## src/rtl/mgmt_gpio_in_sampler.sv

```systemverilog
// Samples the asynchronous management GPIO inputs: 2-flop synchroniser, per-bit debounce,
// programmable edge detection and sticky pending flags feeding one level interrupt.
module mgmt_gpio_in_sampler #(
  parameter int NPADS = 19,
  parameter int DBW   = 4
) (
  input  logic             clk,
  input  logic             resetn,
  input  logic [NPADS-1:0] mgmt_gpio_in_buf,
  input  logic [NPADS-1:0] rise_en,
  input  logic [NPADS-1:0] fall_en,
  input  logic [NPADS-1:0] irq_mask,
  input  logic [DBW-1:0]   debounce_limit,
  input  logic             clr_valid,
  input  logic [NPADS-1:0] clr_mask,
  output logic [NPADS-1:0] gpio_state,
  output logic [NPADS-1:0] pending,
  output logic             irq,
  output logic             ready
);

  typedef enum logic [1:0] {FILL0, FILL1, LOAD, RUN} state_t;

  state_t state, state_nxt;
  logic   load_en, run_en;

  logic [NPADS-1:0] s1, s2;
  logic [DBW-1:0]   cnt     [NPADS];
  logic [DBW-1:0]   cnt_nxt [NPADS];
  logic [NPADS-1:0] commit;
  logic [NPADS-1:0] rise_ev, fall_ev;
  logic [NPADS-1:0] gpio_nxt, pending_nxt;

  // Returns {commit, next count}; the >= compare lets a lowered limit commit at once.
  function automatic logic [DBW:0] db_step(input logic differ,
                                           input logic [DBW-1:0] c,
                                           input logic [DBW-1:0] lim);
    if (!differ) return '0;
    if (c >= lim) return {1'b1, {DBW{1'b0}}};
    return {1'b0, c + DBW'(1)};
  endfunction

  always_ff @(posedge clk) begin
    if (!resetn) state <= FILL0;
    else         state <= state_nxt;
  end

  always_comb begin
    state_nxt = state;
    case (state)
      FILL0:   state_nxt = FILL1;
      FILL1:   state_nxt = LOAD;
      LOAD:    state_nxt = RUN;
      RUN:     state_nxt = RUN;
      default: state_nxt = FILL0;
    endcase
  end

  always_comb begin
    load_en = (state == LOAD);
    run_en  = (state == RUN);
    ready   = run_en;
  end

  always_comb begin
    for (int i = 0; i < NPADS; i++) begin
      {commit[i], cnt_nxt[i]} = run_en ? db_step(s2[i] != gpio_state[i], cnt[i], debounce_limit)
                                       : '0;
    end
    rise_ev     = commit & s2 & rise_en;
    fall_ev     = commit & ~s2 & fall_en;
    gpio_nxt    = load_en ? s2 : ((gpio_state & ~commit) | (s2 & commit));
    pending_nxt = (pending & ~(clr_valid ? clr_mask : '0)) | rise_ev | fall_ev;
  end

  // Stage p0/p1: synchroniser; then debounce state and sticky flags.
  always_ff @(posedge clk) begin
    if (!resetn) begin
      s1         <= '0;
      s2         <= '0;
      gpio_state <= '0;
      pending    <= '0;
      for (int i = 0; i < NPADS; i++) cnt[i] <= '0;
    end else begin
      s1         <= mgmt_gpio_in_buf;
      s2         <= s1;
      gpio_state <= gpio_nxt;
      pending    <= pending_nxt;
      for (int i = 0; i < NPADS; i++) cnt[i] <= cnt_nxt[i];
    end
  end

  assign irq = |(pending & irq_mask);

endmodule

```

## config.mk

```make
export PLATFORM = sky130hd
export DESIGN_NAME = mgmt_gpio_in_sampler
export DESIGN_NICKNAME = d
export VERILOG_FILES = /design/src/rtl/mgmt_gpio_in_sampler.sv
export SDC_FILE = /design/constraint.sdc
export NUM_CORES = 1
export LEC_CHECK = 0
export ABC_AREA = 1
export BUFFER_PORTS_ARGS = -buffer_cell sky130_fd_sc_hd__buf_2
export CORE_MARGIN = 2
export CORE_UTILIZATION = 61
export CTS_BUF_LIST = sky130_fd_sc_hd__clkbuf_8
export CTS_CLUSTER_SIZE = 20
export DETAILED_ROUTE_END_ITERATION = 8
export PLACE_DENSITY = 0.86
export SLEW_MARGIN = 10
export SYNTH_ARGS = -nofsm -noshare
export SYNTH_HDL_FRONTEND = slang
export SYNTH_SLANG_ARGS = --single-unit
```

## constraint.sdc

```tcl
create_clock -name clk -period 3.6 [get_ports clk]
set_input_delay 0.54 -clock clk [delete_from_list [all_inputs] [get_ports clk]]
set_output_delay 0.54 -clock clk [all_outputs]
set_load 0.03 [all_outputs]
```

After elaboration in Yosys (flattened, before gate mapping)
Memory sizes are Yosys's and may differ from the RTL's.
Index checks and enable logic that the tools add are counted.
W data, S select, Z words.

word-level totals
  register bits = 78
  RAM bits = 76
  input port bits = 102
  output and inout port bits = 40
  logic and storage cells = 258
  memories kept = 1

memories
  name  words  width  rd ports  clocked after Yosys merged registers in  write ports  RTL line  RTL
  cnt   19     4      19        0                                        19           28        logic [DBW-1:0] cnt [NPADS];

cells by class
  $add $sub $neg = 19
  order comparisons = 19
  equal/unequal tests = 22
  muxes and demuxes = 157
  bitwise gates (word level) = 32
  reductions and logical operators = 3

operator list
  kind                   count
  $mux W5                95
  $and A19 B19 Y19       7
  $add A4 B1 Y4 const B  19
  $ge A4 B4 Y1           19
  $mux W4                19
  $not A19 Y19           3
  $or A19 B19 Y19        3
  $mux W1                40
  $mux W19               2
  $ne A1 B1 Y1           19
  $or A1 B1 Y1           19
  $reduce_or A19 Y1      1
  $pmux W2 S3            1
  $eq A2 B2 Y1 const B   2
  $eq A2 B1 Y1 const B   1
  $logic_not A2 Y1       1
  $reduce_or A2 Y1       1

Longest topological paths before layout
Gate-level depths: netlist of the first run.

  word-level depth = 10
  mapped depth = 11
  mapped depth without buffers = 11

Least setup slack after synthesis of the first run
OpenSTA, ideal clock, no wires.

  kind = input-to-reg
  start = input debounce_limit[3]
  end = register (tool-made name)
  setup time = 0.115 ns
  arrival = 1.801 ns
  required time = 3.485 ns
  slack = 1.685 ns
  cell stages on the path = 8
  buffers on the path = 0
  cell sequence = inv_1 ha_1 a21oi_1 nand3_1 nand2_1 nand3_1 nand2_1 nor2_1

RTL lines
  element             RTL line  RTL
  start: declaration  13        input logic [DBW-1:0] debounce_limit,

Worst setup path after layout of the first run
  start = register state[1]
  end = output ready

on the way
  word-level cells in the longest chain between the ends = 1

ends and longest elaborated chain
  element                   RTL line  RTL
  start: declaration        24        state_t state, state_nxt;
  start signal: assignment  45        else state <= state_nxt;
  $eq A2 B2 Y1              61        run_en = (state == RUN);
  end: declaration          19        output logic ready

No other way between the ends.

==> results of run 1 <==
[final timing paths]
path / startpoint / to / depth (start not counted)
hold / removal: mgmt_gpio_in_buf[15] / s1[15] / 3
setup / recovery: state[1] / ready / 3
setup reg to reg: state[1] / flip-flop / 6
hold reg to reg: s1[5] / s2[5] / 2
[placed cells by master, fill, tap and decap left out]
cell type	synthesis	routed
buf_2	11	141
nand2_1	215	214
nand2_2	19	20
nand3_1	58	58
clkbuf_8	0	19
a21oi_1	60	60
bufinv_16	0	1
buf_4	1	5
buf_12	0	1
nor2_1	36	36
nor3b_1	12	12
nor3_1	42	42
inv_1	140	141
and3_1	15	15
nand4_1	42	42
mux2_2	19	19
clkinvlp_4	0	1
nor2_4	19	19
dfxtp_1	154	154
xnor2_1	38	38
nor3b_2	7	7
a31o_2	19	19
clkinv_2	0	8
ha_1	95	95
[cell type report]
cell class                      instances  area [um2]
Clock inverter                         11        81.3
Fill cell                            1044        3740
Timing Repair Buffer                  147         763
Multi-Input combinational cell        696        4510
Clock buffer                           19         262
Sequential cell                       154        3080
Inverter                              140         526
Tap cell                              176         220
[per-stage QoR]
stage	hold WS (ns)	total power [mW]
final	0.263	3.38
after global routing	0.254	3.52
after CTS	0.246	3.40
after detailed placement	0.397	2.24
after global placement	0.393	2.23
after floorplan	0.390	2.10
[logic make-up (layout without fill, tap and decap cells)]
logic type / count (synthesis) / count (layout) / synth area share [%]
AND/OR/NAND/NOR: 465 / 465 / 28.1
buffers and inverters: 158 / 317 / 7.61
flip-flops: 154 / 154 / 37.5
adder cells (fa/ha/maj): 95 / 95 / 14.5
AO/OA/AOI/OAI: 79 / 79 / 5.68
XOR/XNOR: 38 / 38 / 4.05
multiplexers: 19 / 19 / 2.60
[where the power goes]
group,internal (mW),switching (mW),total (mW)
clock,0.561,0.614,1.18
sequential,1.74,0.0344,1.78
combinational,0.164,0.263,0.428
[routing by layer]
metal	vias to the layer above	GRT usage, %
met5	-	0
met4	0	11.3
met3	35	5.51
met2	131	48.3
met1	3372	29.8
li1	3625	-
[critical path, cell delays in order (launching register included)]
cell,delay (ns)
dfxtp_1,0.34
nand2_2,0.53
inv_1,0.07
buf_2,0.20
==> metrics.md, run 1 <==
| Metric | Value |
|---|---|
| Status | completed |
| Hold Vio Cnt, Final | 0 |
| Post-DP HPWL | 13.7 mm |
| Gr usage total | 26.5% |
| Fin Clk Skew | 0.0130 ns |
| Crit Path Max Fanout | 12 |
| FP Rows | 42 |
| Vias in the first global route | 7085 |
| Initial drt markers | 367 |
| First-pass GRT wire length | 31.0 mm |
| CTS root buf | clkbuf_8 |
| Cell taking the most area after synthesis | dfxtp_1 |
| Synth top area share | 37.5% |
| Syn Area/Cell | 8.16 um2 |
| Synth area leaders | dfxtp_1 (38%), ha_1 (14%), nand2_1 (9.8%) |
| DRC | 0 |
| Die Y | 120 um |
| Wl on met1 | 8.01 mm |
| Final cell count without fillers | 1343 |
| Setup tns final | 0 ns |
| RSZ-0062 raised after global routing | no |
| Mapped Area | 8220 um2 |
| CP Data Arrival Time | 1.60 ns |
| Top Metal Used | met4 |
| Clock buffer depth | 2 |
| Critical path launch point type | flip-flop |
| Routed vias | 7163 |
| H-Tree Level Count | 4 |
| Worst Hold Class | in -> reg |
| Clock transition at path regs | 0.08 ns |
| Area Overhead vs Synth | 14.9% |
| Antenna diode count | 0 |
| Port bufs | 141 |
| Final max-slew violation count | 0 |
| PD cells | 358 nW/um2 |
| Worst slew margin | 36.9% |
| Placed Area | 9110 um2 |
| Area of the die | 14400 um2 |
| Final WS setup | 1.46 ns |
| Post-synthesis sequential area ratio | 37.5% |
| Die width | 120 um |
| Library cells used by synthesis | 22 |
| WL final | 18.6 mm |
| Fin crit share | 59.5% |
| Num ports | 142 |
| Design Area, Final | 9450 um2 |
| Asr flop ratio synth | 0% |
| Main synth FF type | dfxtp_1 |
| Share of layout cells above drive strength 1 | 22.3% |
| Final setup vio count | 0 |
| Mapped Cells | 1008 |
| Met3 Routed Length | 585 um |
| Final global-route overflow total | 0 |
| Most frequent cell after synthesis | nand2_1 |
| Kind of critical path | reg -> out |
| Antenna Nets Post-Route | 0 |
| Post-cts resize count | 0 |
| Worst vdd ir | 0.288 mV |
| Clk_lat worst skew | 0.46 ns |
| Seq cells post-synth | 154 |
| Leak | 4.77 nW |
| Post-CTS Setup Bufs | 0 |
| Met2 WL | 9.49 mm |
| Syn_nets | 1205 |
| Register-to-register setup slack | 1.79 ns |
| Max Cap Viol | 0 |
| Clock sinks | 154 |
| Req. time, crit path | 3.06 ns |
| Routed WL per cell | 13.8 um |
| Synthesis Warnings | 0 |
| CP Capture Type | output port |
| Core ar. | 13200 um2 |
| Starting Density | 62.3% |
| Post-synth top cells | nand2_1 (215), dfxtp_1 (154), inv_1 (140) |
| CTS tree | built |
| Gpl congestion | 0.810 |
| Fmax achieved | 0.467 GHz |
| Post-CTS Hold Fix Bufs | 0 |
| Drt pass-1 iters | 5 |
| Min Tclk post-route | 2.14 ns |
| Final Util | 71.6% |
| EDFF count, synth | 0 |
| Cell count after placement | 1313 |
| Largest net degree at the start of global routing | 54 |
| Antenna violations before repair | 0 |
| Vias/cell | 5.33 |
| Place WS | 1.46 ns |
| CTS buffer count | 17 |
| Measured slew at the worst slew-check pin | 0.945 ns |
| Layout Nets | 1353 |
Note: power is estimated with default switching activity, not from simulation.
==> run 2, diff against run 1 <==
Settings changed: CORE_UTILIZATION 61 to 58, PLACE_DENSITY 0.86 to 0.82.
Clock period 3.6 ns to 2.2 ns, I/O delays scaled along.
==> run 2 against run 1 <==
Net effect:
- cell area rose by 0.94%
- clock power grew 76%
- highest routed layer unchanged
- utilization fell by 2.9 points
- count of clock-buffer cells in the layout is 2 lower
- register-to-register slack worse by 1.1 ns
==> metrics.md, run 2 (synthesized netlist as in run 1, its figures left out) <==
| Metric | Value |
|---|---|
| Total power | 5.69 mW (+68%) |
| Hold Vio Cnt, Final | 0 (unchanged) |
| Area of the die | 15100 um2 (+5.0%) |
| CTS tree | built |
| Critical path launch point type | flip-flop |
| Antenna Nets Post-Route | 0 (unchanged) |
| Min Tclk post-route | 1.92 ns |
| Core ar. | 13900 um2 (+5.2%) |
| Multi-input gate area | 4510 um2 (unchanged) |
| Gpl congestion | 0.838 (+3.4%) |
| Num ports | 142 (unchanged) |
| Clock buffer depth | 2 (unchanged) |
| Commonest cells after routing, fill and taps aside | nand2_1 (214), dfxtp_1 (154), buf_2 (141) |
| H-Tree Level Count | 4 (unchanged) |
| Hold EP | s1[13] |
| Clock sinks | 154 (unchanged) |
| CTS root buf | clkbuf_8 |
| Final setup vio count | 0 (unchanged) |
| Fin Clk Skew | 0.00859 ns (-0.00445 ns) |
| CP dominant cell by count | nand2_1 |
| First-pass GRT wire length | 30.3 mm (-2.1%) |
| Vias in the first global route | 6730 (-5.0%) |
| RSZ-0062 raised after global routing | no |
| Antenna violations before repair | 0 (unchanged) |
| Register-to-register setup slack | 0.66 ns (-1.13 ns) |
| PD cells | 597 nW/um2 (+67%) |
| Area Overhead vs Synth | 16.0% |
| Hold Path Cell Cnt | 3 (unchanged) |
| Drt pass-1 iters | 5 (unchanged) |
| Final cell count without fillers | 1352 (+0.67%) |
| Share of layout cells above drive strength 1 | 22.7% (+0.42 points) |
| Largest net degree at the start of global routing | 40 (-26%) |
| Min-Delay Startpoint | mgmt_gpio_in_buf[13] |
| CP Data Arrival Time | 1.59 ns (about the same) |
| Final Util | 68.7% (-2.9 points) |
| Routed vias | 7146 (-0.24%) |
| Antenna diode count | 0 (unchanged) |
| Post-DP HPWL | 13.2 mm (-3.4%) |
| Setup tns final | 0 ns (unchanged) |
| FP Rows | 43 (+2.4%) |
| Final global-route overflow total | 0 (unchanged) |
| Vias/cell | 5.29 (-0.90%) |
| CP delay by family, top | flip-flops |
| Buffers & Inverters on Critical Path | 1 (-1) |
| Die width | 123 um (+2.5%) |
| Worst hold slack | 0.0271 ns (-0.236 ns) |
| Fmax achieved | 0.521 GHz |
| Measured slew at the worst slew-check pin | 0.980 ns (+0.0352 ns) |
| DRC | 0 (unchanged) |
| Initial drt markers | 411 (+12%) |
| Req. time, crit path | 1.87 ns (-1.19 ns) |
| CP Capture Type | output port |
| Crit Path Max Fanout | 3 (-9) |
| Worst slew margin | 34.6% (-2.4 points) |
| Die Y | 123 um (+2.5%) |
| Gr usage total | 25.4% (-1.1 points) |
| Post-CTS Setup Bufs | 0 (unchanged) |
| Clk_lat worst skew | 0.48 ns (+0.02 ns) |
| Fin crit share | 87.3% |
| Worst Reg-to-Reg Cells | 7 (+1) |
| Post-cts resize count | 0 (unchanged) |
| Clock transition at path regs | 0.09 ns (about the same) |
| Worst vdd ir | 0.529 mV (+84%) |
| Worst Hold Class | in -> reg |
| Final max-slew violation count | 0 (unchanged) |
| WL final | 18.0 mm (-3.3%) |
| Layout Nets | 1356 (+0.22%) |
| Max Cap Viol | 0 (unchanged) |
| Kind of critical path | reg -> out |
| Sequential cell area | 3080 um2 (unchanged) |
| CP Cell Sequence | nand2_1, nand2_1, a21oi_1, nand3_1, buf_2 |
| Crit-path slowest cell | dfxtp_1 |
| Worst r2r src | cnt[10][3] |
| Port bufs | 141 (unchanged) |
| Commonest non-fill, non-tap cell in the layout | nand2_1 |
| Starting Density | 59.2% (-3.1 points) |
| Status | completed |
| Cell count after placement | 1320 (+0.53%) |
| Post-CTS Hold Fix Bufs | 0 (unchanged) |
| Critical path's largest stage delay | 0.36 ns (-0.17 ns) |
| Leak | 4.79 nW (+0.49%) |
| Fillers | 1141 (+9.3%) |
| CTS buffer count | 17 (unchanged) |
| Routed WL per cell | 13.3 um (-3.9%) |
==> run 2: tightest hold or removal path: stages <==
cell and delay [ns]:
buf_2 0.07, nand2_1 0.04, inv_1 0.04
==> run 2: how the worst max path moves through the flow <==
stage                 startpoint  depth (start not counted)        end
3_5_place_dp   debounce_limit[0]                          8  flip-flop
4_1_cts              pending[16]                          5        irq
5_1_grt              pending[16]                          5        irq
2_1_floorplan  debounce_limit[3]                          8  flip-flop
6_report             pending[16]                          5        irq
3_3_place_gp   debounce_limit[0]                          8  flip-flop
==> run 2: power breakdown <==
group | total [mW] | internal, mW | switching [mW]
clock network | 2.08 | 0.912 | 1.17
logic | 0.704 | 0.278 | 0.426
registers | 2.91 | 2.85 | 0.0554
==> run 2: area by class of cell <==
cell class                      instances  share of cell area (%)
Multi-Input combinational cell        696                    47.3
Sequential cell                       154                    32.3
Timing Repair Buffer                  150                    8.50
Inverter                              140                    5.51
Clock buffer                           17                    2.45
Tap cell                              180                    2.36
Clock inverter                         15                    1.52
==> run 2: metrics by stage <==
step	area, um2	worst slack (ns)
after floorplan	8220	0.495
after global placement	9160	0.379
after detailed placement	9160	0.344
after CTS	9540	0.262
after global routing	9540	0.203
final	9540	0.279
==> run 2: metal layers <==
metal / part of all wire (%) / global-route usage, % / up-vias
li1: - / - / 3641
met1: 44 / 31.3 / 3347
met2: 51 / 44.3 / 131
met3: 3.6 / 5.21 / 27
met4: 1.6 / 8.24 / 0
met5: 0 / 0 / -
==> run 3, diff against run 2 <==
Settings changed: CORE_UTILIZATION 58 to 61, PLACE_DENSITY 0.82 to 0.86.
Clock period 2.2 ns to 2.3 ns, I/O delays scaled along.
==> run 3 against run 2 <==
Net effect:
- utilization increased by 3.4 points
- critical endpoint unchanged
- setup slack improved by 0.11 ns
- first-iteration DRC count decreased by 6.3%
==> metrics.md, run 3 (synthesized netlist as in run 1, its figures left out) <==
| Metric | Value |
|---|---|
| Status | completed |
| Clk_lat worst skew | 0.46 ns (-0.02 ns) |
| Routed WL per cell | 13.4 um (+0.80%) |
| Final max-slew violation count | 0 (unchanged) |
| CTS root buf | clkbuf_8 |
| Met1 Usage GRT | 30.1% (-1.2 points) |
| Initial drt markers | 385 (-6.3%) |
| M2 GR Usage | 46.5% (+2.2 points) |
| Min Tclk post-route | 1.91 ns |
| Final cell count without fillers | 1347 (-0.37%) |
| CTS buffer count | 17 (unchanged) |
| Kind of critical path | reg -> out |
| Port bufs | 141 (unchanged) |
| Post-CTS Setup Bufs | 0 (unchanged) |
| Clock sinks | 154 (unchanged) |
| Sequential cell area | 3080 um2 (unchanged) |
| Final global-route overflow total | 0 (unchanged) |
| Worst Hold Class | in -> reg |
| Commonest non-fill, non-tap cell in the layout | nand2_1 |
| Gr usage total | 26.0% (+0.64 points) |
| Cell count after placement | 1317 (-0.23%) |
| Clock transition at path regs | 0.08 ns (about the same) |
| Core ar. | 13200 um2 (-5.0%) |
| Starting Density | 62.3% (+3.1 points) |
| Gr busiest metal | met2 |
| Area of the die | 14400 um2 (-4.8%) |
| Critical path launch point type | flip-flop |
| Final setup vio count | 0 (unchanged) |
| Antenna diode count | 0 (unchanged) |
| Post-DP HPWL | 13.3 mm (+0.78%) |
| Post-CTS Hold Fix Bufs | 0 (unchanged) |
| PD cells | 560 nW/um2 (-6.1%) |
| FP Rows | 42 (-2.3%) |
| Fin crit share | 83.1% |
| Hold Vio Cnt, Final | 0 (unchanged) |
| Clock buffer depth | 2 (unchanged) |
| Layout Nets | 1357 (+0.074%) |
| Vias/cell | 5.27 (-0.35%) |
| Worst vdd ir | 0.471 mV (-11%) |
| Antenna violations before repair | 0 (unchanged) |
| Placed Area | 9150 um2 (-0.11%) |
| Largest net degree at the start of global routing | 43 (+7.5%) |
| Met3 usage | 5.23% (+0.016 points) |
| Req. time, crit path | 1.96 ns (+0.09 ns) |
| Routed vias | 7095 (-0.71%) |
| Crit Path Max Fanout | 3 (unchanged) |
| Worst slew margin | 67.3% (+33 points) |
| CTS tree | built |
| Post-cts resize count | 0 (unchanged) |
| WL final | 18.1 mm (+0.43%) |
| CP Capture Type | output port |
| Fillers | 1013 (-11%) |
| Fmax achieved | 0.523 GHz |
| CP Data Arrival Time | 1.57 ns (-0.02 ns) |
| Num ports | 142 (unchanged) |
| H-Tree Level Count | 4 (unchanged) |
| Max Cap Viol | 0 (unchanged) |
| Die Y | 120 um (-2.4%) |
| Die width | 120 um (-2.4%) |
| Share of layout cells above drive strength 1 | 22.5% (-0.15 points) |
| Gpl congestion | 0.854 (+2.0%) |
| DRC | 0 (unchanged) |
| Multi-input gate area | 4510 um2 (unchanged) |
| Area Overhead vs Synth | 15.7% |
| Drt pass-1 iters | 4 (-1) |
| First-pass GRT wire length | 30.5 mm (+0.48%) |
| Commonest cells after routing, fill and taps aside | nand2_1 (214), dfxtp_1 (154), inv_1 (141), buf_2 (141), ha_1 (95) |
| Antenna Nets Post-Route | 0 (unchanged) |
| Design Area, Final | 9510 um2 (-0.31%) |
| Setup tns final | 0 ns (unchanged) |
| Vias in the first global route | 6986 (+3.8%) |
| Fin Clk Skew | 0.00969 ns (+0.00111 ns) |
| RSZ-0062 raised after global routing | no |
| Measured slew at the worst slew-check pin | 0.490 ns (-0.491 ns) |
| Leak | 4.79 nW (about the same) |
[run 3: changes by cell type in the layout (fill, tap and decap cells not counted), moves of 2 or more]
cell | previous run | this run
clkbuf_8 | 17 | 23
clkinv_4 | 7 | 1
inv_6 | 2 | 0
buf_4 | 6 | 8
[run 3: cell type report]
cell class	count	area share, %
Tap cell	176	2.32
Sequential cell	154	32.4
Clock inverter	7	0.447
Clock buffer	23	3.33
Inverter	140	5.53
Multi-Input combinational cell	696	47.5
Timing Repair Buffer	151	8.47
[run 3: stage by stage]
stage | setup WS (ns) | power [mW] | util (%) | hold WS, ns
after floorplan | 0.580 | 3.29 | - | 0.390
after global placement | 0.439 | 3.49 | 69.4 | 0.392
after detailed placement | 0.373 | 3.52 | 69.4 | 0.397
after CTS | 0.365 | 5.37 | 72.1 | 0.0427
after global routing | 0.330 | 5.56 | 72.1 | 0.0413
final | 0.390 | 5.33 | 72.1 | 0.0648
[run 3: worst paths after layout]
check	startpoint	to	slack, ns	cells past startpoint
worst min register to register	s1[13]	s2[13]	0.41	2
worst min-delay path	mgmt_gpio_in_buf[1]	s1[1]	0.06	3
worst max register to register	cnt[18][0]	flip-flop	0.76	8
worst max-delay path	pending[4]	irq	0.39	5
[run 3: worst max-delay path: stages (launching register included)]
cell	delay, ns
dfxtp_1	0.34
nand2_1	0.07
nand4_1	0.09
nor2_1	0.31
nand3_1	0.11
buf_2	0.19
[run 3: report_power, final]
| group | leakage (nW) | switching [mW] | total (mW) | internal, mW |
|---|---|---|---|---|
| Clock | 0.187 | 0.974 | 1.87 | 0.899 |
| Combinational | 3.36 | 0.407 | 0.672 | 0.265 |
| Sequential | 1.25 | 0.0531 | 2.78 | 2.73 |
| Total | 4.79 | 1.43 | 5.33 | 3.89 |
[run 3: routing by layer]
| layer | wire, um | vias to the layer above |
|---|---|---|
| met5 | 0 | - |
| met2 | 9140 | 128 |
| li1 | - | 3641 |
| met4 | 353 | 0 |
| met1 | 7750 | 3302 |
| met3 | 809 | 24 |
